--- src/rtl/mix_saturator.sv ---
// Time-multiplexed voice mixer: sums NUM_CH signed samples per frame, applies an
// arithmetic attenuation shift, saturates to OUT_W bits and tracks clipped frames.
module mix_saturator #(
  parameter int IN_W   = 16,
  parameter int OUT_W  = 16,
  parameter int NUM_CH = 4,
  parameter int SHIFT  = 0,
  parameter int CNT_W  = 8
) (
  input  logic                    iClk,
  input  logic                    iResetN,
  input  logic                    iStart,
  input  logic                    iValid,
  input  logic signed [IN_W-1:0]  iSample,
  input  logic                    iClearCount,
  output logic                    oReady,
  output logic                    oValid,
  output logic signed [OUT_W-1:0] oOut,
  output logic                    oClipPos,
  output logic                    oClipNeg,
  output logic [CNT_W-1:0]        oClipCount
);

  localparam int ACC_W = IN_W + $clog2(NUM_CH);
  localparam int IDX_W = $clog2(NUM_CH);
  localparam logic [IDX_W-1:0] LAST_IDX = IDX_W'(NUM_CH - 1);

  // Output rails expressed at accumulator width so the comparison is exact.
  localparam logic signed [ACC_W-1:0] MAX_POS =
    {{(ACC_W-OUT_W+1){1'b0}}, {(OUT_W-1){1'b1}}};
  localparam logic signed [ACC_W-1:0] MIN_NEG =
    {{(ACC_W-OUT_W+1){1'b1}}, {(OUT_W-1){1'b0}}};

  typedef enum logic [1:0] {
    IDLE  = 2'd0,
    ACCUM = 2'd1,
    SAT   = 2'd2
  } state_e;

  state_e                  state_q, state_d;
  logic signed [ACC_W-1:0] acc_q, acc_d;
  logic [IDX_W-1:0]        idx_q, idx_d;
  logic signed [OUT_W-1:0] out_q, out_d;
  logic                    clip_pos_q, clip_pos_d;
  logic                    clip_neg_q, clip_neg_d;
  logic                    valid_q, valid_d;
  logic [CNT_W-1:0]        cnt_q, cnt_d;

  logic signed [ACC_W-1:0] sample_ext;
  logic signed [ACC_W-1:0] shifted;
  logic                    sat_pos;
  logic                    sat_neg;

  assign sample_ext = {{(ACC_W-IN_W){iSample[IN_W-1]}}, iSample};
  assign shifted    = acc_q >>> SHIFT;
  assign sat_pos    = shifted > MAX_POS;
  assign sat_neg    = shifted < MIN_NEG;

  always_comb begin
    // NOTE: every signal gets a default first so no path through the case
    // leaves it unassigned, which would infer a latch.
    state_d    = state_q;
    acc_d      = acc_q;
    idx_d      = idx_q;
    out_d      = out_q;
    clip_pos_d = 1'b0;
    clip_neg_d = 1'b0;
    valid_d    = 1'b0;

    unique case (state_q)
      IDLE: begin
        if (iStart) begin
          state_d = ACCUM;
          acc_d   = '0;
          idx_d   = '0;
        end
      end

      ACCUM: begin
        // A restart drops the partial frame, including any same-cycle sample.
        if (iStart) begin
          acc_d = '0;
          idx_d = '0;
        end else if (iValid) begin
          acc_d = acc_q + sample_ext;
          if (idx_q == LAST_IDX) begin
            idx_d   = '0;
            state_d = SAT;
          end else begin
            idx_d = idx_q + IDX_W'(1);
          end
        end
      end

      SAT: begin
        state_d = IDLE;
        valid_d = 1'b1;
        if (sat_pos) begin
          out_d      = {1'b0, {(OUT_W-1){1'b1}}};
          clip_pos_d = 1'b1;
        end else if (sat_neg) begin
          out_d      = {1'b1, {(OUT_W-1){1'b0}}};
          clip_neg_d = 1'b1;
        end else begin
          out_d = shifted[OUT_W-1:0];
        end
      end

      default: state_d = IDLE;
    endcase
  end

  // Clear beats a coinciding increment; the count sticks at all-ones.
  always_comb begin
    cnt_d = cnt_q;
    if (iClearCount) begin
      cnt_d = '0;
    end else if (valid_q && (clip_pos_q || clip_neg_q) && (cnt_q != '1)) begin
      cnt_d = cnt_q + CNT_W'(1);
    end
  end

  always_ff @(posedge iClk or negedge iResetN) begin
    if (!iResetN) begin
      state_q    <= IDLE;
      acc_q      <= '0;
      idx_q      <= '0;
      out_q      <= '0;
      clip_pos_q <= 1'b0;
      clip_neg_q <= 1'b0;
      valid_q    <= 1'b0;
      cnt_q      <= '0;
    end else begin
      // NOTE: non-blocking assignments so every register samples the
      // pre-edge values regardless of statement order.
      state_q    <= state_d;
      acc_q      <= acc_d;
      idx_q      <= idx_d;
      out_q      <= out_d;
      clip_pos_q <= clip_pos_d;
      clip_neg_q <= clip_neg_d;
      valid_q    <= valid_d;
      cnt_q      <= cnt_d;
    end
  end

  assign oReady     = (state_q == ACCUM);
  assign oValid     = valid_q;
  assign oOut       = out_q;
  assign oClipPos   = clip_pos_q;
  assign oClipNeg   = clip_neg_q;
  assign oClipCount = cnt_q;

endmodule

--- config.mk ---
export PLATFORM = sky130hd
export DESIGN_NAME = mix_saturator
export DESIGN_NICKNAME = d
export VERILOG_FILES = /design/src/rtl/mix_saturator.sv
export SDC_FILE = /design/constraint.sdc
export NUM_CORES = 1
export LEC_CHECK = 0
export BUFFER_PORTS_ARGS = -buffer_cell sky130_fd_sc_hd__clkbuf_2
export CAP_MARGIN = 20
export CORE_ASPECT_RATIO = 0.8
export CORE_MARGIN = 2
export CORE_UTILIZATION = 45
export DETAILED_ROUTE_END_ITERATION = 7
export PLACE_DENSITY = 0.73
export SLEW_MARGIN = 20
export SYNTH_ARGS = -nofsm -noshare
export SYNTH_HDL_FRONTEND = slang
export SYNTH_SLANG_ARGS = --single-unit
export TNS_END_PERCENT = 30
--- constraint.sdc ---
create_clock -name iClk -period 3.4 [get_ports iClk]
set_input_delay 0.51 -clock iClk [delete_from_list [all_inputs] [get_ports iClk]]
set_output_delay 0.51 -clock iClk [all_outputs]
set_load 0.01 [all_outputs]
==> results of run 1 <==
[metrics by stage]
step	cells	area [um^2]	setup WS, ns
2_1_floorplan	374	3124	1.019
4_1_cts	502	3510	0.7807
3_3_place_gp	494	3427	0.7746
5_1_grt	502	3510	0.5285
6_report	502	3510	0.7903
3_5_place_dp	494	3427	0.6487
[area by class of cell]
| cell class | count | area [um^2] | share of cell area |
|---|---|---|---|
| flip-flops and latches | 49 | 1226 | 0.3494 |
| repair buffers | 51 | 262.8 | 0.07487 |
| well taps | 87 | 108.9 | 0.03102 |
| inverters | 7 | 26.28 | 0.007487 |
| clock inverters | 2 | 10.01 | 0.002852 |
| multi-input cells | 300 | 1803 | 0.5137 |
| clock buffers | 6 | 72.57 | 0.02068 |
[how the worst min path moves through the flow]
stage / startpoint / to / slack [ns]
finish: iResetN / oClipCount[2] / 0.18
global route: iResetN / oClipCount[2] / 0.22
CTS: iResetN / oClipCount[2] / 0.19
detailed placement: oOut[5] / oOut[5] / 0.47
global placement: state_q[1] / state_q[0] / 0.46
floorplan: iResetN / acc_q[0] / 0.21
[layer usage]
layer  share of wire  wire [um]  GRT usage  vias up
met3           0.045        314    0.04096        8
met4           0.013         92    0.06056        0
met2            0.42       2944     0.2813       54
li1                -          -          -     1401
met1            0.52       3634     0.2738     1242
met5               0          0          0        -
[kinds of logic after synthesis]
logic type               count (synthesis)
XOR/XNOR                                14
AO/OA/AOI/OAI                          103
adder cells (fa/ha/maj)                 20
AND/OR/NAND/NOR                        159
buffers and inverters                   25
multiplexers                             4
flip-flops                              49
[power breakdown]
part | total, W | internal, W | switching (W)
registers | 0.000819 | 0.000671 | 0.000148
logic | 0.000857 | 0.000366 | 0.000492
clock network | 0.000336 | 0.000143 | 0.000193
[state kept, by name, summed over array words and instances (netlist names)]
| name | count |
|---|---|
| acc_q | 18 |
| oClipPos | 1 |
| oOut | 16 |
| oClipCount | 8 |
| state_q | 2 |
| idx_q | 2 |
| oValid | 1 |
| oClipNeg | 1 |
[cells in the mapped netlist (2+ instances only)]
master / instances / share of area
a2111oi_0: 2 / 0.0056
nor2_1: 46 / 0.055
o311a_1: 2 / 0.0064
or3_1: 2 / 0.0040
inv_1: 7 / 0.0084
nand2b_1: 3 / 0.0060
o21a_1: 3 / 0.0072
nand3_1: 5 / 0.0080
nand4b_1: 2 / 0.0056
a21o_2: 3 / 0.0084
clkbuf_1: 14 / 0.017
nor2b_1: 6 / 0.012
ha_1: 19 / 0.076
mux2i_1: 3 / 0.0096
and3_1: 3 / 0.0060
nor3_1: 4 / 0.0064
a211oi_1: 3 / 0.0072
a21o_1: 3 / 0.0072
a21oi_1: 15 / 0.024
o211ai_1: 3 / 0.0072
buf_1: 3 / 0.0036
xor2_1: 9 / 0.025
and4_1: 2 / 0.0056
a21oi_2: 2 / 0.0056
nand4_1: 4 / 0.0080
nand2_1: 75 / 0.090
xnor2_1: 5 / 0.014
dfrtp_1: 49 / 0.39
o21ai_0: 46 / 0.074
a32o_1: 2 / 0.0064
o31ai_1: 3 / 0.0072
==> out/summary.txt, run 1 <==
largest family of logic cells by synthesized area: simple AND/OR/NAND/NOR gates
Tmin final: 2.610 ns
leakage: 1.697 nW
post-synthesis xor/xnor area fraction: 0.03925
CP Capture Point: acc_q[16]
Synth Area per Inst: 8.354 um^2
final setup fails: 0
FF+latch count, synth: 49
mux cell area share after synthesis: 0.01322
max-slew violation count: 0
core area: 6790 um^2
DRC Markers: 0
simple-gate share of the synthesized area: 0.2255
share of cells above drive strength 1: 0.1759
final-layout fill cell count: 641
Seq/Total Area, Yosys: 0.3925
reg2reg end: acc_q[16]
ant diodes: 0
critical path depth: 9
largest net degree at the start of global routing: 37
first-pass GRT wire length: 11,790 um
Critical Path RT: 3.64 ns
most frequent cells in the layout: nand2_1, dfrtp_1, clkbuf_2, nor2_1, o21ai_0
RSZ-0062 raised after global routing: false
Synth Flop Type: dfrtp_1
max_slew headroom: 0.3363
number of synthesized flops with an enable pin: 0
GR Overflow Total: 0
# clock sinks: 49
total power: 0.002012 W
Slew @ Worst Pin: 0.9955 ns
DR WL/cell: 13.91 um
status: complete, no violations
vias in the first global route: 2,497
Critical R2R Launch: acc_q[0]
Final period util: 0.7676
slowest CP cell: or4_1
commonest non-fill, non-tap cell in the layout: nand2_1
nets@finish: 455
CTS tree: yes
final hold viol count: 0
Post-synth ARST share: 1.000
Die Footprint: 7629 um^2
Finished Core Util: 0.5169
overall routed net length: 6985 um
post-CTS setup buffer count: 0
Synth Warn #: 0
Setup TNS: 0 ns
Compound-Gate Fraction of Synth Area: 0.2167
post-synth net total: 415
DRT Pass-1 Iters: 4
CTS-repair resized insts: 0
Buffers on Ports: 48
clock buffer depth: 2
Worst path max stage delay: 0.43 ns
CTS Hold Bufs: 0
Mapped Cells: 374
CP Buf/Inv Count: 1
DP Wirelength: 5301 um
total CTS buffers: 5
Max Fclk: 383.2 MHz
WHS: 0.1752 ns
Initial DRC Count: 139
peak supply drop: 223.4 uV
Reg clk slew, reported paths: 0.09 ns
Rows: 27
worst-path fanout max: 4
Die Y-Extent: 78.53 um
max_cap viols: 0
initial antenna violation count: 0
Initial Util: 0.4601
Power Density: 573.4 nW/um^2
CP Cell Sequence: ha_1, inv_1, fa_1, nor2b_1, o31ai_1, a211oi_1, o211ai_1, or4_1, nand3_1
Vias/cell: 5.388
Chip Width: 97.16 um
Setup crit start: acc_q[0]
via count: 2,705
kind of end point of the critical path: register
arrival time worst endpoint: 2.85 ns
worst hold path type: in2async
worst setup path class: reg2reg
startpoint types: register
clock skew: 0.01090 ns
CTS root buffer: clkbuf_8
Top Ports: 49
cells on worst reg2reg path: 9
reg-to-reg slack, setup: 0.79 ns
Tot GR Track Use: 0.1888
cell family with most CP delay: simple AND/OR/NAND/NOR gates
P&R area growth vs syn: 12.33%
Post-Syn Area: 3124 um^2
Adder-Cell Fraction of Synth Area: 0.08250
htree depth: 2
placer congestion estimate: 0.8956
Antenna Nets Post-Route: 0
Clock Latency Late Sink: 0.30 ns
count of cell types in the netlist: 57
Power figures use the tool's default switching activity.
==> inputs of run 2 (changes only) <==
--- a/config.mk
+++ b/config.mk
@@ -11,7 +11,7 @@
 export CORE_MARGIN = 2
 export CORE_UTILIZATION = 45
 export DETAILED_ROUTE_END_ITERATION = 7
-export PLACE_DENSITY = 0.73
+export PLACE_DENSITY = 0.75
 export SLEW_MARGIN = 20
 export SYNTH_ARGS = -nofsm -noshare
 export SYNTH_HDL_FRONTEND = slang
==> constraint.sdc (replaced) <==
create_clock -name iClk -period 2.35 [get_ports iClk]
set_input_delay 0.3525 -clock iClk [delete_from_list [all_inputs] [get_ports iClk]]
set_output_delay 0.3525 -clock iClk [all_outputs]
set_load 0.01 [all_outputs]
==> run 2 against run 1 <==
Net effect: cell area is 5.5% higher; sequential share of layout area is 1.8 points lower; critical path type unchanged; die area stayed put; flip-flop and latch count stayed put; cell count is 4.2% higher; critical path depth is 2 lower.
==> out/summary.txt, run 2 (same netlist as run 1, synthesis figures left out) <==
met3 routed WL: 422 um (+34%)
Rows: 27 (unchanged)
Setup TNS: 0 ns (unchanged)
Final period util: 0.9654 (+0.1979)
vias in the first global route: 2,568 (+2.8%)
DR WL met2: 3070 um (+4.3%)
Tmin final: 2.269 ns (-0.3409 ns)
Initial DRC Count: 198 (+42%)
DR WL/cell: 13.75 um (-1.2%)
final setup fails: 0 (unchanged)
max-slew violation count: 0 (unchanged)
peak supply drop: 329.5 uV (+48%)
Placed Cells: 513 (+3.8%)
CTS tree: yes
kind of end point of the critical path: register
CTS root buffer: clkbuf_8
Vias/cell: 5.371 (-0.32%)
DP Wirelength: 5444 um (+2.7%)
most frequent cells in the layout: nand2_1, dfrtp_1, clkbuf_2, nor2_1, o21ai_0
arrival time worst endpoint: 2.47 ns (-0.38 ns)
Reg clk slew, reported paths: 0.09 ns (about the same)
total CTS buffers: 5 (unchanged)
Buffers on Ports: 48 (unchanged)
nets@finish: 476 (+4.6%)
Clock Latency Late Sink: 0.31 ns (about the same)
worst hold path type: in2reg
placer congestion estimate: 0.8813 (-1.6%)
total power: 0.003104 W (+54%)
Max Fclk: 440.8 MHz (+15%)
P&R area growth vs syn: 18.50%
max_slew headroom: 0.3360 (about the same)
core area: 6790 um^2 (unchanged)
first-pass GRT wire length: 11,940 um (+1.3%)
clock skew: 0.007244 ns (-0.003655 ns)
# clock sinks: 49 (unchanged)
GR Overflow Total: 0 (unchanged)
register with the most flip-flops: acc_q
Power Density: 838.4 nW/um^2 (+46%)
overall routed net length: 7189 um (+2.9%)
DRC Markers: 0 (unchanged)
Slew @ Worst Pin: 0.9960 ns (+0.0004664 ns)
ant diodes: 0 (unchanged)
worst setup path class: reg2reg
Chip Width: 97.16 um (unchanged)
max_cap viols: 0 (unchanged)
worst-path fanout max: 4 (unchanged)
DRT Pass-1 Iters: 4 (unchanged)
Tot GR Track Use: 0.1922 (+0.003393)
Antenna Nets Post-Route: 0 (unchanged)
largest net degree at the start of global routing: 37 (unchanged)
htree depth: 2 (unchanged)
max reg flops: 18 (unchanged)
via count: 2,809 (+3.8%)
RSZ-0062 raised after global routing: false
status: complete, no violations
Die Footprint: 7629 um^2 (unchanged)
M1 WL: 3588 um (-1.3%)
initial antenna violation count: 0 (unchanged)
final hold viol count: 0 (unchanged)
uppermost layer routed: met4
Die Y-Extent: 78.53 um (unchanged)
clock buffer depth: 2 (unchanged)
Finished Layout Cells: 523 (+4.2%)
Top Ports: 49 (unchanged)
leakage: 1.797 nW (+5.9%)
Initial Util: 0.4601 (unchanged)
share of cells above drive strength 1: 0.2294 (+0.05345)
startpoint types: register
commonest non-fill, non-tap cell in the layout: nand2_1
Critical Path RT: 2.55 ns (-1.09 ns)
-- run 2: worst max-delay path, cell delays in order, from the launching register on --
cell and delay [ns]:
dfrtp_1 0.45, ha_1 0.31, a211o_1 0.31, o211ai_2 0.08, a21oi_1 0.11, o311a_1 0.34, or3_1 0.31, a32o_1 0.25
-- run 2: repair_timing --
action | CTS | global route
setup endpoints to repair | 0 | 6
resized for setup | 0 | 8
hold buffers | 1 | 0
setup buffers | 0 | 1
endpoints found under the hold margin | 12 | 0
-- run 2: cell type report --
cell class | count | area (um^2)
Multi-Input combinational cell | 300 | 1832
Tap cell | 87 | 108.9
Fill cell | 618 | 3088
Sequential cell | 49 | 1226
Clock inverter | 2 | 13.76
Clock buffer | 6 | 72.57
Timing Repair Buffer | 72 | 422.9
Inverter | 7 | 26.28
-- run 2: worst paths after layout --
check | from | endpoint | slack [ns] | cells past startpoint
worst min register to register | state_q[1] | state_q[0] | 0.48 | 1
worst max-delay path | acc_q[8] | acc_q[15] | 0.08 | 7
worst min-delay path | iStart | state_q[0] | 0.30 | 3
min in group asynchronous | iResetN | acc_q[17] | 0.51 | 2
max in group asynchronous | iResetN | oOut[10] | 1.22 | 3
worst max register to register | acc_q[8] | acc_q[15] | 0.08 | 7
-- run 2: where the power goes --
| group | switching (W) | total [W] | internal [W] | leakage, nW |
|---|---|---|---|---|
| clock | 0.000295 | 0.000508 | 0.000213 | 0.0456 |
| combinational | 0.000804 | 0.00146 | 0.000658 | 1.09 |
| sequential | 0.000163 | 0.00113 | 0.000972 | 0.664 |
| total | 0.00126 | 0.00310 | 0.00184 | 1.80 |
-- run 2: through the flow --
stage	hold WS [ns]	setup WS, ns	instance area (um^2)	utilization
6_report	0.3026	0.08122	3702	0.5452
5_1_grt	0.3085	0.003111	3702	0.5452
4_1_cts	0.3003	0.03400	3666	0.5399
3_5_place_dp	0.3119	-0.04635	3570	0.5257
3_3_place_gp	0.2925	-0.01967	3570	0.5257
2_1_floorplan	0.05691	0.1005	3124	-
-- run 2: per-layer routing --
metal  GRT usage  vias to the layer above
li1            -                     1439
met1      0.2690                     1280
met2      0.2958                       81
met3     0.04898                        9
met4     0.05493                        0
met5           0                        -
==> inputs of run 3 (changes only) <==
--- a/config.mk
+++ b/config.mk
@@ -10,6 +10,7 @@
 export CORE_ASPECT_RATIO = 0.8
 export CORE_MARGIN = 2
 export CORE_UTILIZATION = 45
+export CTS_BUF_LIST = sky130_fd_sc_hd__clkbuf_16
 export DETAILED_ROUTE_END_ITERATION = 7
 export PLACE_DENSITY = 0.75
 export SLEW_MARGIN = 20
==> run 3 against run 2 <==
Net effect: the run now ends with hold timing left; critical path type unchanged; sequential power is essentially flat; wire length shrank 0.49%; clock power grew 40%; critical path depth is the same; total power grew 6.5%; clock-buffer cell count shrank 1; cell area grew 1.3%; highest routed layer unchanged; first-iteration DRC count shrank 7.1%; flip-flop and latch count is the same; non-clock buffer count shrank 1; register-to-register slack is essentially flat.
==> out/summary.txt, run 3 (same netlist as run 1, synthesis figures left out) <==
largest net degree at the start of global routing: 37 (unchanged)
DRC Markers: 0 (unchanged)
final hold viol count: 12 (+12)
max reg flops: 18 (unchanged)
clock buffer depth: 2 (unchanged)
leakage: 1.822 nW (+1.4%)
Clock Latency Late Sink: 0.29 ns (-0.02 ns)
Initial Util: 0.4601 (unchanged)
CTS tree: yes
Tmin final: 2.268 ns (-0.001127 ns)
WHS: -0.01074 ns (-0.3133 ns)
P&R area growth vs syn: 19.98%
worst-path fanout max: 4 (unchanged)
via count: 2,801 (-0.28%)
total CTS buffers: 5 (unchanged)
Critical Path RT: 2.53 ns (-0.02 ns)
max-slew violation count: 0 (unchanged)
# clock sinks: 49 (unchanged)
DR WL/cell: 13.70 um (-0.30%)
first-pass GRT wire length: 12,000 um (+0.52%)
Setup TNS: 0 ns (unchanged)
Reg clk slew, reported paths: 0.07 ns (-0.02 ns)
cells on worst reg2reg path: 7 (unchanged)
clock skew: 0.005325 ns (-0.001919 ns)
Initial DRC Count: 184 (-7.1%)
Top Ports: 49 (unchanged)
most frequent cells in the layout: nand2_1, dfrtp_1, clkbuf_2, nor2_1, o21ai_0
Final period util: 0.9650 (about the same)
Power Density: 881.9 nW/um^2 (+5.2%)
worst hold path type: in2async
overall routed net length: 7154 um (-0.49%)
Tot GR Track Use: 0.1916 (-0.0005777)
startpoint types: register
CTS root buffer: clkbuf_16
initial antenna violation count: 0 (unchanged)
Die Y-Extent: 78.53 um (unchanged)
Chip Width: 97.16 um (unchanged)
Die Footprint: 7629 um^2 (unchanged)
peak supply drop: 340.7 uV (+3.4%)
vias in the first global route: 2,585 (+0.66%)
DRT Pass-1 Iters: 4 (unchanged)
Max Fclk: 441.0 MHz (about the same)
failing checks: hold timing
RSZ-0062 raised after global routing: false
Vias/cell: 5.366 (about the same)
Rows: 27 (unchanged)
register with the most flip-flops: acc_q
DP Wirelength: 5444 um (unchanged)
Slew @ Worst Pin: 0.9710 ns (-0.02494 ns)
Antenna Nets Post-Route: 0 (unchanged)
core area: 6790 um^2 (unchanged)
worst setup path class: reg2reg
status: finished with violations
max_slew headroom: 0.3526 (+0.01663)
final setup fails: 0 (unchanged)
htree depth: 2 (unchanged)
placer congestion estimate: 0.8813 (unchanged)
GR Overflow Total: 0 (unchanged)
nets@finish: 475 (-0.21%)
arrival time worst endpoint: 2.45 ns (-0.02 ns)
max_cap viols: 0 (unchanged)
commonest non-fill, non-tap cell in the layout: nand2_1
share of cells above drive strength 1: 0.2299 (+0.0005273)
kind of end point of the critical path: register
ant diodes: 0 (unchanged)
Buffers on Ports: 48 (unchanged)
## run 3: where the power goes
group / internal, W / switching [W]
logic: 0.000657 / 0.000803
clock network: 0.000393 / 0.000317
registers: 0.000973 / 0.000163
## run 3: worst max-delay path, stage by stage, from the launching register on
cell      delay (ns)
dfrtp_1         0.45
ha_1            0.32
a211o_1         0.31
o211ai_2        0.08
a21oi_1         0.11
o311a_1         0.34
or3_1           0.31
a32o_1          0.25
## run 3: final timing paths
check	startpoint	endpoint	slack [ns]
setup / recovery	acc_q[8]	acc_q[15]	0.08
hold / removal	iResetN	acc_q[17]	-0.01
setup reg to reg	acc_q[8]	acc_q[15]	0.08
hold reg to reg	state_q[1]	state_q[0]	0.47
max in group asynchronous	iResetN	oOut[10]	1.73
min in group iClk	iStart	state_q[0]	0.32
## run 3: layout make-up
cell class / count / area [um^2]
fill: 619 / 3042
multi-input combinational: 300 / 1832
sequential: 49 / 1226
timing repair buffer: 71 / 412.9
clock buffer: 5 / 125.1
tap: 87 / 108.9
inverter: 7 / 26.28
clock inverter: 3 / 17.52
## run 3: per-stage QoR
stage / setup WS, ns / utilization / power (W) / area, um^2 / instances
detailed placement: -0.04635 / 0.5257 / 0.002560 / 3570 / 513
floorplan: 0.1005 / - / 0.002113 / 3124 / 374
global route: 0.01094 / 0.5521 / 0.003558 / 3749 / 522
finish: 0.08234 / 0.5521 / 0.003306 / 3749 / 522
global placement: -0.01967 / 0.5257 / 0.002512 / 3570 / 513
CTS: 0.04140 / 0.5467 / 0.003273 / 3712 / 521
## run 3: per-layer routing
metal / wire length, um / vias up / GRT usage
met1: 3479 / 1266 / 0.2684
li1: - / 1437 / -
met3: 536 / 7 / 0.04363
met5: 0 / - / 0
met2: 3075 / 91 / 0.3014
met4: 63 / 0 / 0.04930
## run 3: repair_timing
action	CTS	global route
setup buffers	0	1
resized for setup	0	8
endpoints found under the setup margin	0	6
hold buffers	0	0
